===== src/rtl/queue_pkt_drain_if.sv =====
// Bundle of the IPQ pop port, the packet result port and the drop counter
// that connects queue_pkt_drain to its environment.
//
// Result handshake: a result transfers at a posedge where ResultValid and
// ResultReady are both 1; once ResultValid rises, ResultLen/ResultSum/ResultErr
// stay stable until that transfer, and ResultReady while ResultValid is 0 has
// no effect.
interface queue_pkt_drain_if;
  logic [31:0] TIE_IPQ;
  logic        TIE_IPQ_Empty;
  logic        TIE_IPQ_PopReq;
  logic        ResultValid;
  logic        ResultReady;
  logic [15:0] ResultLen;
  logic [31:0] ResultSum;
  logic        ResultErr;
  logic [7:0]  DropCnt;
  logic [1:0]  dbg_state;

  // The drain block: pops the queue and drives the result port.
  modport master (
    input  TIE_IPQ, TIE_IPQ_Empty, ResultReady,
    output TIE_IPQ_PopReq, ResultValid, ResultLen, ResultSum, ResultErr,
           DropCnt, dbg_state
  );

  // The environment: supplies queue words and accepts results.
  modport slave (
    output TIE_IPQ, TIE_IPQ_Empty, ResultReady,
    input  TIE_IPQ_PopReq, ResultValid, ResultLen, ResultSum, ResultErr,
           DropCnt, dbg_state
  );
endinterface


===== src/rtl/queue_pkt_drain.sv =====
// queue_pkt_drain: pops 32-bit words from the IPQ side of the TIE queue, frames
// them as header / payload / trailer packets, sums the payload and reports one
// result per packet. Every popped word is consumed in the cycle it is popped.
//
// Header: [31:16] must equal MAGIC, [15:0] is the payload length (<= MAX_LEN).
// Anything else in header position is discarded and counted in DropCnt.
module queue_pkt_drain #(
  parameter logic [15:0] MAGIC   = 16'hA5A5,
  parameter int          MAX_LEN = 64
) (
  input  logic              CLK,
  input  logic              Reset,
  queue_pkt_drain_if.master bus
);

  localparam logic [15:0] MAX_LEN_W = 16'(MAX_LEN);

  typedef enum logic [1:0] {
    S_HDR = 2'd0,
    S_PAY = 2'd1,
    S_TRL = 2'd2,
    S_RES = 2'd3
  } state_t;

  state_t      state_q, state_d;
  logic [15:0] len_q, len_d;
  logic [15:0] cnt_q, cnt_d;
  logic [31:0] sum_q, sum_d;
  logic [15:0] res_len_q, res_len_d;
  logic [31:0] res_sum_q, res_sum_d;
  logic        res_err_q, res_err_d;
  logic        res_valid_q, res_valid_d;
  logic [7:0]  drop_q, drop_d;

  logic        pop;
  logic [31:0] word;
  logic        hdr_good;

  assign word     = bus.TIE_IPQ;
  assign hdr_good = (word[31:16] == MAGIC) && (word[15:0] <= MAX_LEN_W);

  // Pop whenever a word is present and the FSM is not parked on a result;
  // Reset blocks the pop combinationally so nothing is lost in a reset cycle.
  assign pop = !Reset && !bus.TIE_IPQ_Empty && (state_q != S_RES);

  // Next-state and datapath: one word of framing work per popped word.
  always_comb begin
    state_d     = state_q;
    len_d       = len_q;
    cnt_d       = cnt_q;
    sum_d       = sum_q;
    res_len_d   = res_len_q;
    res_sum_d   = res_sum_q;
    res_err_d   = res_err_q;
    res_valid_d = res_valid_q;
    drop_d      = drop_q;
    case (state_q)
      S_HDR: begin
        if (pop) begin
          if (hdr_good) begin
            len_d   = word[15:0];
            cnt_d   = 16'd0;
            sum_d   = 32'd0;
            state_d = (word[15:0] != 16'd0) ? S_PAY : S_TRL;
          end else if (drop_q != 8'hFF) begin
            drop_d = drop_q + 8'd1;
          end
        end
      end
      S_PAY: begin
        if (pop) begin
          sum_d = sum_q + word;
          cnt_d = cnt_q + 16'd1;
          if (cnt_q == len_q - 16'd1) state_d = S_TRL;
        end
      end
      S_TRL: begin
        if (pop) begin
          res_len_d   = len_q;
          res_sum_d   = sum_q;
          res_err_d   = (word != sum_q);
          res_valid_d = 1'b1;
          state_d     = S_RES;
        end
      end
      S_RES: begin
        // ResultValid is always 1 here, so Ready alone completes the transfer.
        if (bus.ResultReady) begin
          res_valid_d = 1'b0;
          state_d     = S_HDR;
        end
      end
      default: state_d = S_HDR;
    endcase
  end

  // State register with synchronous reset; a partial packet is simply abandoned.
  always_ff @(posedge CLK) begin
    if (Reset) begin
      state_q     <= S_HDR;
      len_q       <= 16'd0;
      cnt_q       <= 16'd0;
      sum_q       <= 32'd0;
      res_len_q   <= 16'd0;
      res_sum_q   <= 32'd0;
      res_err_q   <= 1'b0;
      res_valid_q <= 1'b0;
      drop_q      <= 8'd0;
    end else begin
      state_q     <= state_d;
      len_q       <= len_d;
      cnt_q       <= cnt_d;
      sum_q       <= sum_d;
      res_len_q   <= res_len_d;
      res_sum_q   <= res_sum_d;
      res_err_q   <= res_err_d;
      res_valid_q <= res_valid_d;
      drop_q      <= drop_d;
    end
  end

  assign bus.TIE_IPQ_PopReq = pop;
  assign bus.ResultValid    = res_valid_q;
  assign bus.ResultLen      = res_len_q;
  assign bus.ResultSum      = res_sum_q;
  assign bus.ResultErr      = res_err_q;
  assign bus.DropCnt        = drop_q;
  assign bus.dbg_state      = state_q;

endmodule


===== src/flat_wrapper.sv =====
// flat-port wrapper written by rule: the top's interface ports become plain ports
module queue_pkt_drain_flat 
#(
  parameter logic [15:0] MAGIC   = 16'hA5A5,
  parameter int          MAX_LEN = 64
)
  (CLK, Reset, bus_TIE_IPQ, bus_TIE_IPQ_Empty, bus_ResultReady, bus_TIE_IPQ_PopReq, bus_ResultValid, bus_ResultLen, bus_ResultSum, bus_ResultErr, bus_DropCnt, bus_dbg_state);
  queue_pkt_drain_if bus_i ();
  input  logic CLK;
  input  logic Reset;
  input wire logic [$bits(bus_i.TIE_IPQ)-1:0] bus_TIE_IPQ;
  input wire logic [$bits(bus_i.TIE_IPQ_Empty)-1:0] bus_TIE_IPQ_Empty;
  input wire logic [$bits(bus_i.ResultReady)-1:0] bus_ResultReady;
  output wire logic [$bits(bus_i.TIE_IPQ_PopReq)-1:0] bus_TIE_IPQ_PopReq;
  output wire logic [$bits(bus_i.ResultValid)-1:0] bus_ResultValid;
  output wire logic [$bits(bus_i.ResultLen)-1:0] bus_ResultLen;
  output wire logic [$bits(bus_i.ResultSum)-1:0] bus_ResultSum;
  output wire logic [$bits(bus_i.ResultErr)-1:0] bus_ResultErr;
  output wire logic [$bits(bus_i.DropCnt)-1:0] bus_DropCnt;
  output wire logic [$bits(bus_i.dbg_state)-1:0] bus_dbg_state;
  assign bus_i.TIE_IPQ = bus_TIE_IPQ;
  assign bus_i.TIE_IPQ_Empty = bus_TIE_IPQ_Empty;
  assign bus_i.ResultReady = bus_ResultReady;
  assign bus_TIE_IPQ_PopReq = bus_i.TIE_IPQ_PopReq;
  assign bus_ResultValid = bus_i.ResultValid;
  assign bus_ResultLen = bus_i.ResultLen;
  assign bus_ResultSum = bus_i.ResultSum;
  assign bus_ResultErr = bus_i.ResultErr;
  assign bus_DropCnt = bus_i.DropCnt;
  assign bus_dbg_state = bus_i.dbg_state;
  queue_pkt_drain #(.MAGIC(MAGIC), .MAX_LEN(MAX_LEN)) u_core (.CLK(CLK), .Reset(Reset), .bus(bus_i));
endmodule

===== config.mk =====
export PLATFORM = sky130hd
export DESIGN_NAME = queue_pkt_drain_flat
export DESIGN_NICKNAME = d
export VERILOG_FILES = /design/src/rtl/queue_pkt_drain_if.sv /design/src/rtl/queue_pkt_drain.sv /design/src/flat_wrapper.sv
export SDC_FILE = /design/constraint.sdc
export NUM_CORES = 1
export LEC_CHECK = 0
export BUFFER_PORTS_ARGS = -buffer_cell sky130_fd_sc_hd__buf_2
export CAP_MARGIN = 20
export CORE_MARGIN = 2
export CORE_UTILIZATION = 50
export CTS_BUF_LIST = sky130_fd_sc_hd__clkbuf_8 sky130_fd_sc_hd__clkbuf_16
export CTS_CLUSTER_SIZE = 10
export DETAILED_ROUTE_END_ITERATION = 8
export PLACE_DENSITY_LB_ADDON = 0.3
export SYNTH_ARGS = -nofsm -noshare
export SYNTH_HDL_FRONTEND = slang
export SYNTH_SLANG_ARGS = --single-unit

===== constraint.sdc =====
create_clock -name CLK -period 5.8 [get_ports CLK]
set_input_delay 0.87 -clock CLK [delete_from_list [all_inputs] [get_ports CLK]]
set_output_delay 0.87 -clock CLK [all_outputs]
set_load 0.02 [all_outputs]

======== After elaboration in Yosys (flattened, before gate mapping) ========
Cells that the tools add are included.
storage, ports and cells
  bits in registers ....................... 124
  bits in latches ......................... 0
  bits in writable memories ............... 0
  bits in read-only memories .............. 0
  bits of input ports ..................... 36
  output and inout port bits .............. 61
  logic and storage cells ................. 63
  memories kept ........................... 0
operators by class
  $add $sub $neg .......................... 4
  $mul .................................... 0
  divide/modulo/power cells ............... 0
  $lt $le $gt $ge ......................... 1
  equality and inequality tests ........... 14
  shift-type cells ........................ 0
  mux-type cells .......................... 19
  bitwise operators ....................... 1
  reduce and logical (&&, ||, !) cells .... 15
operators by type and width
  operator                                                                            number
  32-bit 2-to-1 mux                                                                   3
  32-bit case mux with 2 select lines                                                 1
  16-bit 2-to-1 mux                                                                   3
  32-bit adder                                                                        1
  32-bit inequality test                                                              1
  16-bit case mux with 2 select lines                                                 1
  16-bit by 1-bit adder with 16-bit output (second input constant)                    1
  16-bit equality test                                                                1
  16-bit equality test (second input constant)                                        1
  16-bit by 7-bit less-or-equal comparator with 1-bit output (second input constant)  1
  16-bit nonzero test                                                                 1
  16-bit by 1-bit subtractor with 16-bit output (second input constant)               1
  2-bit 2-to-1 mux                                                                    7
  2-bit inequality test (second input constant)                                       5
  8-bit by 1-bit adder with 8-bit output (second input constant)                      1
  8-bit inequality test (second input constant)                                       1
  2-bit case mux with 4 select lines                                                  1
  4-bit AND reduction                                                                 2
  3-bit AND reduction                                                                 2
  6-bit AND reduction                                                                 1
  2-bit equality test (second input constant)                                         2
  2-bit by 1-bit inequality test with 1-bit output (second input constant)            2
  2-bit nonzero test                                                                  2
  1-bit logical AND                                                                   3
  other kinds (7)                                                                     9

======== Depth between registers and ports, before layout ========
  word-level depth ........................ 5
  depth in mapped cells ................... 11
  mapped depth without buffers ............ 10

======== Worst setup path before layout ========
No wires, ideal clock.
  kind .................................... input -> register
  start point ............................. in bus_TIE_IPQ[0]
  end point ............................... reg u_core.sum_q[26]
  arrival ................................. 3069 ps
  setup slack ............................. 2614 ps
  stages .................................. 10
  cells stage by stage .................... ha_1 > fa_1 > a21o_1 > a31oi_1 > nor2_1 > a221oi_1 > a31o_2 > a211oi_1 > or3_1 > a32o_1
between the ends
  cells in the longest elaborated chain, start to end .. 4
ends and longest elaborated chain
  what                                                                  line                    source
  start, declared                                                       flat_wrapper.sv:11      input wire logic [$bits(bus_i.TIE_IPQ)-1:0] bus_TIE_IPQ;
  parallel branches: the longest is 4 deep, another holds 32-bit adder  --
  end signal, assigned                                                  queue_pkt_drain.sv:113  sum_q <= sum_d;
  end, declared                                                         queue_pkt_drain.sv:28   logic [31:0] sum_q, sum_d;
Several ways; the timed one is not identified. The select of a mux whose other input is x is not followed.
A chain may end at the register's enable or synchronous reset.

======== Worst setup path in the final report ========
  start point ............................. in bus_TIE_IPQ[4]
  end point ............................... reg u_core.sum_q[31]
Same word-level chain as after synthesis.

==> impl_metrics.env <==
export IMPL_hpwl_mm=13.12
export IMPL_num_rows=43
export IMPL_final_max_slew_viol_count=0
export IMPL_synth_edff_count=0
export IMPL_rr_endpoint="u_core.bus.dbg_state[1]"
export IMPL_areaGrowthSynthToFinish_pct=17.07
export IMPL_wirelength_mm=18.37
export IMPL_cts_resized_gates=0
export IMPL_setup_tns_ns=0
export IMPL_cp_end_kind="register"
export IMPL_hold_viol=0
export IMPL_cts_tree="done"
export IMPL_avgSynthCellArea_sq_um=7.878
export IMPL_critical_path_arrival_ns=3.66
export IMPL_synth_nets=958
export IMPL_period_share_pct=56.84
export IMPL_gp_congestion=0.9116
export IMPL_synth_seq_cells=124
export IMPL_slowest_delay_ns=0.69
export IMPL_vias=6610
export IMPL_synth_most_common_cell="nand2_1"
export IMPL_leakagePower_nw=3.323
export IMPL_vias_per_cell=5.773
export IMPL_ios=97
export IMPL_insertion_delay_ns=0.42
export IMPL_path_max_fanout=7
export IMPL_postCtsSetupRepairBufs=0
export IMPL_initial_core_util_pct=50.71
export IMPL_die_h_um=122.0
export IMPL_synth_area_leaders="dfxtp_1, nand2_1, a21oi_1"
export IMPL_core_area_sq_um=13720
export IMPL_first_pass_iters=5
export IMPL_drive_gt1_share_pct=14.82
export IMPL_syn_area_sq_um=6957
export IMPL_vdd_drop_max_mv=0.1968
export IMPL_clk_pin_slew_ns=0.06
export IMPL_ys_flop_type="dfxtp_1"
export IMPL_reg2reg_slack_ns=2.71
export IMPL_power_density_nw_per_um2=297.0
export IMPL_cap_violations=0
export IMPL_cts_inserted_buffers=17
export IMPL_clockRootBuffer="clkbuf_16"
export IMPL_seq_area_sq_um=2482
export IMPL_crit_type="primary input to register"
export IMPL_synth_area_leader_cell="dfxtp_1"
export IMPL_drtAntennaViolNets=0
export IMPL_setup_viol=0
export IMPL_io_buffers=96
export IMPL_post_place_ws_ns=2.150
export IMPL_antenna_found_initial=0
export IMPL_multi_input_area_sq_um=4187
export IMPL_synth_distinct_cells=67
export IMPL_ys_seq_area_share_pct=35.68
export IMPL_dr_first_iter_drc_count=489
export IMPL_clkSinkCount=124
export IMPL_worstPathRequired_ns=6.17
export IMPL_drc=0
export IMPL_hold_buffers=0
export IMPL_holdWs_ns=0.4491
export IMPL_die_area_sq_um=14870
export IMPL_finish_net_count=1027
export IMPL_ys_top_cells_by_count="nand2_1, dfxtp_1, a21oi_1, nor2_1, clkbuf_1"
export IMPL_htree_levels=4
export IMPL_r2r_start="u_core.bus.dbg_state[0]"
export IMPL_grt_pass1_vias=5982
export IMPL_n_fill_cell=1252
export IMPL_grt_max_degree=93
export IMPL_die_w_um=122.0
export IMPL_crit_chain="buf_2 > ha_1 > o211ai_1 > o21a_1 > a2111oi_2 > a21oi_1 > o2111a_1 > a2111oi_0 > and3b_1 > nand2_1"
export IMPL_grt_pass1_wl_mm=29.47
export IMPL_outcome="finished clean"
export IMPL_overflow=0
export IMPL_yosysWarnings=0
export IMPL_power_mw=2.419
export IMPL_min_path_type="register to register"
export IMPL_start_kind="primary input"
export IMPL_wl_per_cell_um=16.04
export IMPL_startpoint="bus_TIE_IPQ[4]"
export IMPL_synthArstFlopShare_pct=0
export IMPL_clk_path_buf_depth=2
export IMPL_utilization_pct=59.36
export IMPL_skew_ns=0.004515
export IMPL_reg2reg_depth=9
export IMPL_rsz0062_at_grt="false"
export IMPL_fmax_mhz=303.3
export IMPL_yosys_area_top_type_share_pct=35.68
export IMPL_syn_inst=883
export IMPL_setup_slack_ns=2.503
export IMPL_critPathCapture="u_core.sum_q[31]"
export IMPL_fin_crit_ns=3.297
export IMPL_slew_headroom_pct=34.54
export IMPL_worst_pin_slew_ns=0.9784
export IMPL_n_antenna_cell=0
export IMPL_crit_slowest_cell="a2111oi_2"
export IMPL_grt_util_all_layers_pct=24.87
-- worst min path at each step --
stage                                     to  cells after the start                      from
global route        u_core.bus.ResultSum[28]                      2  u_core.bus.ResultSum[28]
detailed placement   u_core.bus.ResultLen[9]                      2   u_core.bus.ResultLen[9]
global placement    u_core.bus.ResultSum[30]                      2  u_core.bus.ResultSum[30]
floorplan           u_core.bus.ResultSum[21]                      2          u_core.sum_q[21]
CTS                  u_core.bus.ResultLen[9]                      2   u_core.bus.ResultLen[9]
finish              u_core.bus.ResultLen[10]                      2  u_core.bus.ResultLen[10]
-- flip-flops by register name, indices dropped and copies added (netlist names), 2 cells and up --
signal,flops
u_core.bus.DropCnt,8
u_core.bus.ResultLen,16
u_core.bus.ResultSum,32
u_core.bus.dbg_state,2
u_core.cnt_q,16
u_core.len_q,16
u_core.sum_q,32
-- cells by family (layout without fill, tap and decap cells) --
kind of cell / count (synthesis) / count (layout) / share of synthesized area (%)
AOI/OAI and AO/OA: 235 / 235 / 21.44
and+or+nand+nor: 345 / 345 / 23.13
adders and majority gates: 39 / 39 / 7.122
muxes: 12 / 12 / 1.727
xor gates and xnor gates: 53 / 53 / 6.673
DFF: 124 / 124 / 35.68
buffers and inverters: 75 / 157 / 4.226
-- layout make-up --
cell class,count,area share (%)
inverters,25,1.152
clock inverters,11,2.028
well taps,180,2.765
flip-flops and latches,124,30.48
clock buffers,21,5.900
repair buffers,100,6.268
multi-input cells,684,51.41
-- layer usage --
metal / track usage [%] / vias to the layer above / routed length (um)
met5: 0 / - / 0
met4: 9.124 / 0 / 368
met3: 4.869 / 30 / 1061
met2: 38.83 / 205 / 8290
met1: 34.14 / 3093 / 8650
li1: - / 3282 / -
-- layout by cell type, fill, tap and decap left out, types with 12 or more instances in the layout --
cell type and n:
clkbuf_16 17, buf_2 96, dfxtp_1 124, xor2_1 24, nand3_1 22, and2_1 13, a21o_1 18, xnor2_1 29
nor3_1 17, nor4_1 16, a21oi_1 95, o21ai_0 32, inv_1 26, ha_1 38, mux2i_1 12, nand2_1 159
nor2_1 65, nand4_1 12
-- worst max-delay path: cells and delay by family --
family | cells | cell delay (ns)
compound gates | 6 | 1.97
fa+ha+maj | 1 | 0.42
buf+inv | 1 | 0.12
simple gates | 2 | 0.27
-- power by group --
group | switching (mW) | internal, mW | leakage, nW | total [mW]
clock | 0.388 | 0.762 | 0.312 | 1.15
sequential | 0.0264 | 0.877 | 1.00 | 0.903
combinational | 0.240 | 0.126 | 2.01 | 0.366
-- metrics by stage --
stage	cells	area [sq um]
5_1_grt	1145	8144
3_5_place_dp	1112	7491
2_1_floorplan	883	6957
6_report	1145	8144
4_1_cts	1144	8137
3_3_place_gp	1112	7491
(Power assumes the default switching activity.)
